===== config.mk =====
export PLATFORM = sky130hd
export DESIGN_NAME = reg_seq_ctrl
export DESIGN_NICKNAME = d
export VERILOG_FILES = /design/src/rtl/reg_seq_ctrl.sv
export SDC_FILE = /design/constraint.sdc
export NUM_CORES = 1
export LEC_CHECK = 0
export CELL_PAD_IN_SITES_DETAIL_PLACEMENT = 0
export CELL_PAD_IN_SITES_GLOBAL_PLACEMENT = 1
export CORE_ASPECT_RATIO = 1.75
export CORE_UTILIZATION = 37
export CTS_CLUSTER_SIZE = 40
export DETAILED_ROUTE_END_ITERATION = 16
export PLACE_DENSITY_LB_ADDON = 0.1
export SYNTH_ARGS = -nofsm -noshare
export SYNTH_HDL_FRONTEND = slang
export SYNTH_SLANG_ARGS = --single-unit

===== constraint.sdc =====
create_clock -name clk -period 2.33 [get_ports clk]
set_input_delay 0.466 -clock clk [delete_from_list [all_inputs] [get_ports clk]]
set_output_delay 0.466 -clock clk [all_outputs]
set_load 0.05 [all_outputs]

===== src/rtl/reg_seq_ctrl.sv =====
// Command sequencer in front of the 4-entry register bank: runs LOAD/MOV/ADD/OUT
// as a multi-cycle Moore FSM and drives the bank's thermometer-coded selects.
module reg_seq_ctrl #(
  parameter int WIDTH = 16,
  parameter int SEL_W = 6
) (
  input  logic             clk,
  input  logic             reset,
  input  logic             i_cmd_valid,
  output logic             o_cmd_ready,
  input  logic [1:0]       i_cmd_op,
  input  logic [1:0]       i_cmd_dst,
  input  logic [1:0]       i_cmd_src_a,
  input  logic [1:0]       i_cmd_src_b,
  input  logic [WIDTH-1:0] i_cmd_imm,
  output logic [SEL_W-1:0] o_bank_en,
  output logic [SEL_W-1:0] o_bank_out,
  output logic [WIDTH-1:0] o_bank_wdata,
  input  logic [WIDTH-1:0] i_bank_rdata,
  output logic             o_res_valid,
  output logic [WIDTH-1:0] o_res_data,
  input  logic             i_res_ready,
  output logic             o_ovf
);

  typedef enum logic [2:0] {IDLE, RD_A, RD_B, WR, RESULT} state_t;

  localparam logic [1:0] OP_LOAD = 2'd0;
  localparam logic [1:0] OP_MOV  = 2'd1;
  localparam logic [1:0] OP_ADD  = 2'd2;

  localparam logic [SEL_W-1:0] SEL_IDLE = '1;

  state_t           r_state;
  state_t           w_nextState;
  logic [1:0]       r_op;
  logic [1:0]       r_dst;
  logic [1:0]       r_srcA;
  logic [1:0]       r_srcB;
  logic [WIDTH-1:0] r_opa;
  logic [WIDTH-1:0] r_wdata;
  logic [WIDTH-1:0] r_resData;
  logic             r_ovf;
  logic [WIDTH:0]   w_sum;

  // Index n selects with n low ones; all-ones is reserved as the idle code.
  function automatic logic [SEL_W-1:0] selCode(input logic [1:0] idx);
    logic [SEL_W-1:0] code;
    code = '0;
    for (int k = 0; k < 3; k++) begin
      if (k < int'(idx)) code[k] = 1'b1;
    end
    return code;
  endfunction

  assign w_sum = {1'b0, r_opa} + {1'b0, i_bank_rdata};

  always_ff @(posedge clk or posedge reset) begin
    if (reset) r_state <= IDLE;
    else       r_state <= w_nextState;
  end

  always_comb begin
    w_nextState = r_state;
    o_cmd_ready = 1'b0;
    o_res_valid = 1'b0;
    o_bank_en   = SEL_IDLE;
    o_bank_out  = SEL_IDLE;
    case (r_state)
      IDLE: begin
        o_cmd_ready = 1'b1;
        if (i_cmd_valid) w_nextState = (i_cmd_op == OP_LOAD) ? WR : RD_A;
      end
      RD_A: begin
        o_bank_out = selCode(r_srcA);
        if (r_op == OP_MOV)      w_nextState = WR;
        else if (r_op == OP_ADD) w_nextState = RD_B;
        else                     w_nextState = RESULT;
      end
      RD_B: begin
        o_bank_out  = selCode(r_srcB);
        w_nextState = WR;
      end
      WR: begin
        o_bank_en   = selCode(r_dst);
        w_nextState = IDLE;
      end
      RESULT: begin
        o_res_valid = 1'b1;
        if (i_res_ready) w_nextState = IDLE;
      end
      default: w_nextState = IDLE;
    endcase
  end

  // Write data is loaded on the edge that enters WR, so it is settled for the whole WR cycle.
  always_ff @(posedge clk or posedge reset) begin
    if (reset) begin
      r_op      <= '0;
      r_dst     <= '0;
      r_srcA    <= '0;
      r_srcB    <= '0;
      r_opa     <= '0;
      r_wdata   <= '0;
      r_resData <= '0;
      r_ovf     <= 1'b0;
    end else begin
      case (r_state)
        IDLE: begin
          if (i_cmd_valid) begin
            r_op   <= i_cmd_op;
            r_dst  <= i_cmd_dst;
            r_srcA <= i_cmd_src_a;
            r_srcB <= i_cmd_src_b;
            if (i_cmd_op == OP_LOAD) r_wdata <= i_cmd_imm;
          end
        end
        RD_A: begin
          r_opa <= i_bank_rdata;
          if (r_op == OP_MOV) r_wdata <= i_bank_rdata;
          if (r_op != OP_MOV && r_op != OP_ADD) r_resData <= i_bank_rdata;
        end
        RD_B: begin
          r_opa   <= w_sum[WIDTH-1:0];
          r_wdata <= w_sum[WIDTH-1:0];
          r_ovf   <= w_sum[WIDTH];
        end
        default: ;
      endcase
    end
  end

  assign o_bank_wdata = r_wdata;
  assign o_res_data   = r_resData;
  assign o_ovf        = r_ovf;

endmodule


# [Word level (Yosys, flattened, before mapping)]
# Cells that the tools add are included.
[totals] register_bits=60 output_inout_bits=47
[op_classes] n_lt_le_gt_ge=9 n_mux=24 add_sub_neg=1 eq_ne=12 n_reduce_logical=9
[ops] cell="$mux W16" count=3
[ops] cell="$pmux W16 S3" count=1
[ops] cell="$pmux W16 S2" count=1
[ops] cell="$add A16 B16 Y17" count=1
[ops] cell="$lt A1 B2 Y1 const A" count=6
[ops] cell="$mux W3" count=4
[ops] cell="$pmux W3 S4" count=1
[ops] cell="$pmux W6 S2" count=1
[ops] cell="$mux W1" count=11
[ops] cell="$ne A2 B2 Y1 const B" count=5
[ops] cell="$eq A3 B2 Y1 const B" count=2
[ops] cell="$lt A2 B2 Y1 const A" count=3
[ops] cell="$mux W6" count=1
[ops] cell="$reduce_and A2 Y1" count=3
[ops] cell="$reduce_and A4 Y1" count=1
[ops] cell="$eq A3 B1 Y1 const B" count=1
[ops] cell="$eq A3 B3 Y1 const B" count=1
[ops] cell="$logic_not A3 Y1" count=1
[ops] cell="$reduce_bool A3 Y1" count=1
[ops] cell="$eq A2 B1 Y1 const B" count=1
[ops] cell="$eq A2 B2 Y1 const B" count=1
[ops] cell="$logic_not A2 Y1" count=1
[ops] cell="$mux W2" count=1
[ops] cell="$ne A2 B1 Y1 const B" count=1
[ops] cell="other kinds (2)" count=2

# [Logic depth before layout (Yosys ltp)]
[logic_depth] ltp_word=4 ltp_mapped=9 depth_no_buf=9

# [Least setup slack after synthesis]
# No wires, ideal clock.
[synth_path] path_type="register -> output" from="reg r_state[2]" to="out o_res_valid" path_stages_with_launch=4 path_buffers=2 setup_slack_ps=-236 arrival_ps=2100 cell_sequence="dfrtp_1 -> clkbuf_1 -> clkbuf_1 -> nor3b_1"
[synth_via] elab_chain_cells=2
[synth_lines] item="from (decl)" line="34" text="state_t r_state;"
[synth_lines] item="from (signal assigned)" line="60" text="else r_state <= w_nextState;"
[synth_lines] item="$eq A3 B3 Y1" line="69" text="case (r_state)"
[synth_lines] item="$mux W1" line="69"
[synth_lines] item="to (decl)" line="20" text="output logic o_res_valid,"
# Every way passes these cells.

# [Worst setup path after layout]
[layout_path] from="reg r_state[0]" to="out o_bank_out[0]"
[layout_via] elab_chain_cells=2
[layout_lines] item="$eq A3 B2 Y1 / $eq A3 B1 Y1 (equally long branches)" line="69"
[layout_lines] item="$pmux W6 S2 *" line="69"
[layout_lines] item="to (decl)" line="17" text="output logic [SEL_W-1:0] o_bank_out,"
# Every way passes the cells marked *; elsewhere a longest branch is shown, timed or not.

==> qor_table.md <==
| Item | Value |
|---|---|
| Global-route wire length before repair | 17200 um |
| Number of global-route vias before repair | 3520 |
| Crit path largest cell delay | 0.40 ns |
| Worst hold path class | in -> reg |
| P&R area growth vs syn | 57.7% |
| Clock slew at reported path FFs | 0.05 ns |
| Post-synth EDFFs | 0 |
| Startpoint type of the worst setup path | flop |
| Kind of end point of the critical path | output port |
| Ordered cell list for the critical path | nand2b_2 > o22ai_1 > nand2b_1 > a221o_1 > buf_12 |
| Total number of vias | 3355 |
| Effective utilization at floorplan | 38.4% |
| Pin count of the biggest net entering global routing | 61 |
| Setup_tns | 0 ns |
| Hold path cells | 2 |
| Most instantiated flip-flop cell in the synthesis netlist | sky130_fd_sc_hd__dfrtp_1 |
| Total of fill cells in the finished design | 891 |
| Seq cells post-synth | 60 |
| Diode insertion count for antenna repair | 0 |
| Num Clock Sinks | 60 |
| Minimum setup slack among reg-to-reg paths | 0.18 ns |
| Depth of the CTS H-tree | 3 |
| Post-DP HPWL | 7960 um |
| Proportion of register bits with asynchronous set or reset after synthesis | 100% |
| LEAKAGE | 2.46 nW |
| Share of the clock period used by the worst path after layout | 97.3% |
| Max IR drop VDD | 1.12 mV |
| Dominant cell type by area after synthesis | sky130_fd_sc_hd__dfrtp_1 |
| Number of buffers created by CTS | 9 |
| Source of the critical timing path | r_state[0] |
| Reg2reg path depth | 8 |
| Top cells by area, synth | sky130_fd_sc_hd__dfrtp_1, sky130_fd_sc_hd__mux2_2, sky130_fd_sc_hd__ha_1 |
| Power Density | 1750 nW/um2 |
| Type of the worst setup path | reg -> out |
| DRC violation count after routing | 0 |
| Area of the placeable core | 9090 um2 |
| Routability congestion estimate | 0.892 |
| Worst Hold Endpoint | o_res_data[14] |
| RSZ-0062 raised after global routing | false |
| Maximum achievable frequency | 441 MHz |
| Die height | 131 um |
| Remaining global-route overflow | 0 |
| Avg Cell Area, Syn | 9.84 um2 |
| Startpoint of the most critical register-to-register path | r_opa[4] |
| Wire length reported by the detailed router | 11000 um |
| Placement-stage worst setup slack | -0.521 ns |
| Avg Vias per Cell | 5.39 |
| Worst-Margin Slew | 0.537 ns |
| Total iterations of the first detailed-routing run | 4 |
| I/O Buffers | 90 |
| Site Rows | 46 |
| Avg WL per Cell | 17.6 um |
| Count leader, synth | sky130_fd_sc_hd__dfrtp_1 |
| Skew-Pair Late Insertion Delay | 0.34 ns |
| Post-synthesis net count | 417 |
| Crit path time final | 2.27 ns |
| Synth unique cells | 59 |
| Data arrival time of the critical path | 1.80 ns |
| Run status | finished clean |
| Headroom to the max-slew limit | 64.1% |
| Final-layout worst hold slack | 0.477 ns |
| Antenna viol nets, final | 0 |
| Area used by multi-input combinational logic | 2040 um2 |
| Worst path required time | 1.86 ns |
| Buffer type at the clock tree root | sky130_fd_sc_hd__clkbuf_16 |
| Clock tree skew after final layout | 0.00385 ns |
| Floorplan die width | 75.5 um |
| Final setup fails | 0 |
| Slowest cell on the critical path | sky130_fd_sc_hd__dfrtp_1 |
| Total Die Area | 9850 um2 |
| Cell area after technology mapping | 3490 um2 |
| Worst R2R End | o_bank_wdata[13] |
| Layout cells sized above 1 | 32.1% |
| Area share of the leading cell type in the synthesized netlist | 43.0% |
| Final number of max-transition violations | 0 |
| Clock buffer depth | 2 |
| 1st-iter DRT viols | 175 |
| Number of top-level pins | 91 |
| Proportion of synthesized chip area in sequential cells | 43.0% |
| Register cell area after layout | 1500 um2 |
| Post-route standard cell area excluding fillers | 5510 um2 |
| Post-synthesis instance total | 355 |
| Total Routing Usage GR | 23.8% |
| CTS tree | done |
| YS warnings | 0 |
| Final worst-path setup slack | 0.0619 ns |
| Synth top cells by count | sky130_fd_sc_hd__dfrtp_1, sky130_fd_sc_hd__nand2_1, sky130_fd_sc_hd__nor2_1, sky130_fd_sc_hd__mux2_2, sky130_fd_sc_hd__a21oi_1 |
| Final nets | 559 |
| Source of the worst hold timing path | i_bank_rdata[14] |
| CP Max Fanout | 7 |
| Number of failing hold endpoints at the final stage | 0 |
| Max-cap violation count | 0 |
| Placed inst area | 4960 um2 |
| Antenna violations before repair | 0 |
## layout make-up
| class | instances | area share (%) |
|---|---|---|
| Sequential cell | 60 | 27.3 |
| Inverter | 10 | 0.681 |
| Tap cell | 120 | 2.72 |
| Timing Repair Buffer | 153 | 26.7 |
| Clock buffer | 10 | 4.34 |
| Multi-Input combinational cell | 263 | 37.1 |
| Clock inverter | 6 | 1.16 |
## critical path: cells and delay by family (launching register included)
kind / cells / cell delay [ns]
buf+inv: 1 / 0.17
compound gates: 2 / 0.49
flops: 1 / 0.40
simple gates: 2 / 0.41
## logic make-up (layout without fill, tap and decap cells)
| logic type | after synthesis | after routing | synth area share, % |
|---|---|---|---|
| adders and majority gates | 18 | 18 | 6.66 |
| muxes | 27 | 27 | 8.59 |
| AOI/OAI and AO/OA | 104 | 104 | 21.2 |
| DFF | 60 | 60 | 43.0 |
| and+or+nand+nor | 110 | 110 | 15.2 |
| buffers and inverters | 32 | 179 | 4.40 |
| xor gates and xnor gates | 4 | 4 | 1.00 |
## report_power, final
| group | leakage (nW) | internal, W | switching (W) |
|---|---|---|---|
| Sequential | 0.713 | 0.00159 | 0.000359 |
| Combinational | 1.60 | 0.00269 | 0.00365 |
| Clock | 0.144 | 0.000854 | 0.000504 |
| Total | 2.46 | 0.00513 | 0.00452 |
## through the flow
stage	total power [W]	std cells	util, %
after floorplan	0.00572	355	-
final	0.00965	622	60.6
after global routing	0.0103	622	60.6
after global placement	0.00789	602	54.5
after detailed placement	0.00799	602	54.5
after CTS	0.00952	621	59.0
## registers in the layout (all words and copies together), names as in the netlist
name / cells
o_bank_wdata: 16
o_res_data: 16
r_opa: 16
r_state: 3
r_dst: 2
r_op: 2
r_srcA: 2
r_srcB: 2
o_ovf: 1
## how the worst max path moves through the flow
stage                                  end  slack [ns]  cells past startpoint
after floorplan              o_bank_out[0]        0.02                      4
after global placement    o_bank_wdata[15]       -0.49                      9
after detailed placement  o_bank_wdata[15]       -0.52                      9
after CTS                 o_bank_wdata[15]      0.0008                      9
after global routing      o_bank_wdata[15]      0.0007                      9
final                        o_bank_out[0]        0.06                      5
## cells in the final DEF, fill, tap and decap left out, types with 9 or more instances in the layout
master / count
sky130_fd_sc_hd__clkbuf_16: 9
sky130_fd_sc_hd__buf_12: 9
sky130_fd_sc_hd__nor2_1: 26
sky130_fd_sc_hd__buf_4: 67
sky130_fd_sc_hd__a21o_1: 11
sky130_fd_sc_hd__nand2_1: 36
sky130_fd_sc_hd__a21oi_1: 20
sky130_fd_sc_hd__mux2_2: 24
sky130_fd_sc_hd__o21ai_0: 9
sky130_fd_sc_hd__clkdlybuf4s50_1: 66
sky130_fd_sc_hd__dfrtp_1: 59
## routing by layer
metal / vias up / share of wire (%) / GRT usage, %
li1: 1601 / - / -
met1: 1657 / 37 / 24.9
met2: 73 / 56 / 43.5
met3: 24 / 3.1 / 4.45
met4: 0 / 3.8 / 12.6
met5: - / 0 / 0
## timing repair
action,CTS,global route
resized for setup,16,27
cloned,0,0
hold buffers,0,0
buffers inserted,3,1
endpoints found under the setup margin,22,20
pin swaps,8,10
Note: power is estimated with default switching activity, not from simulation.
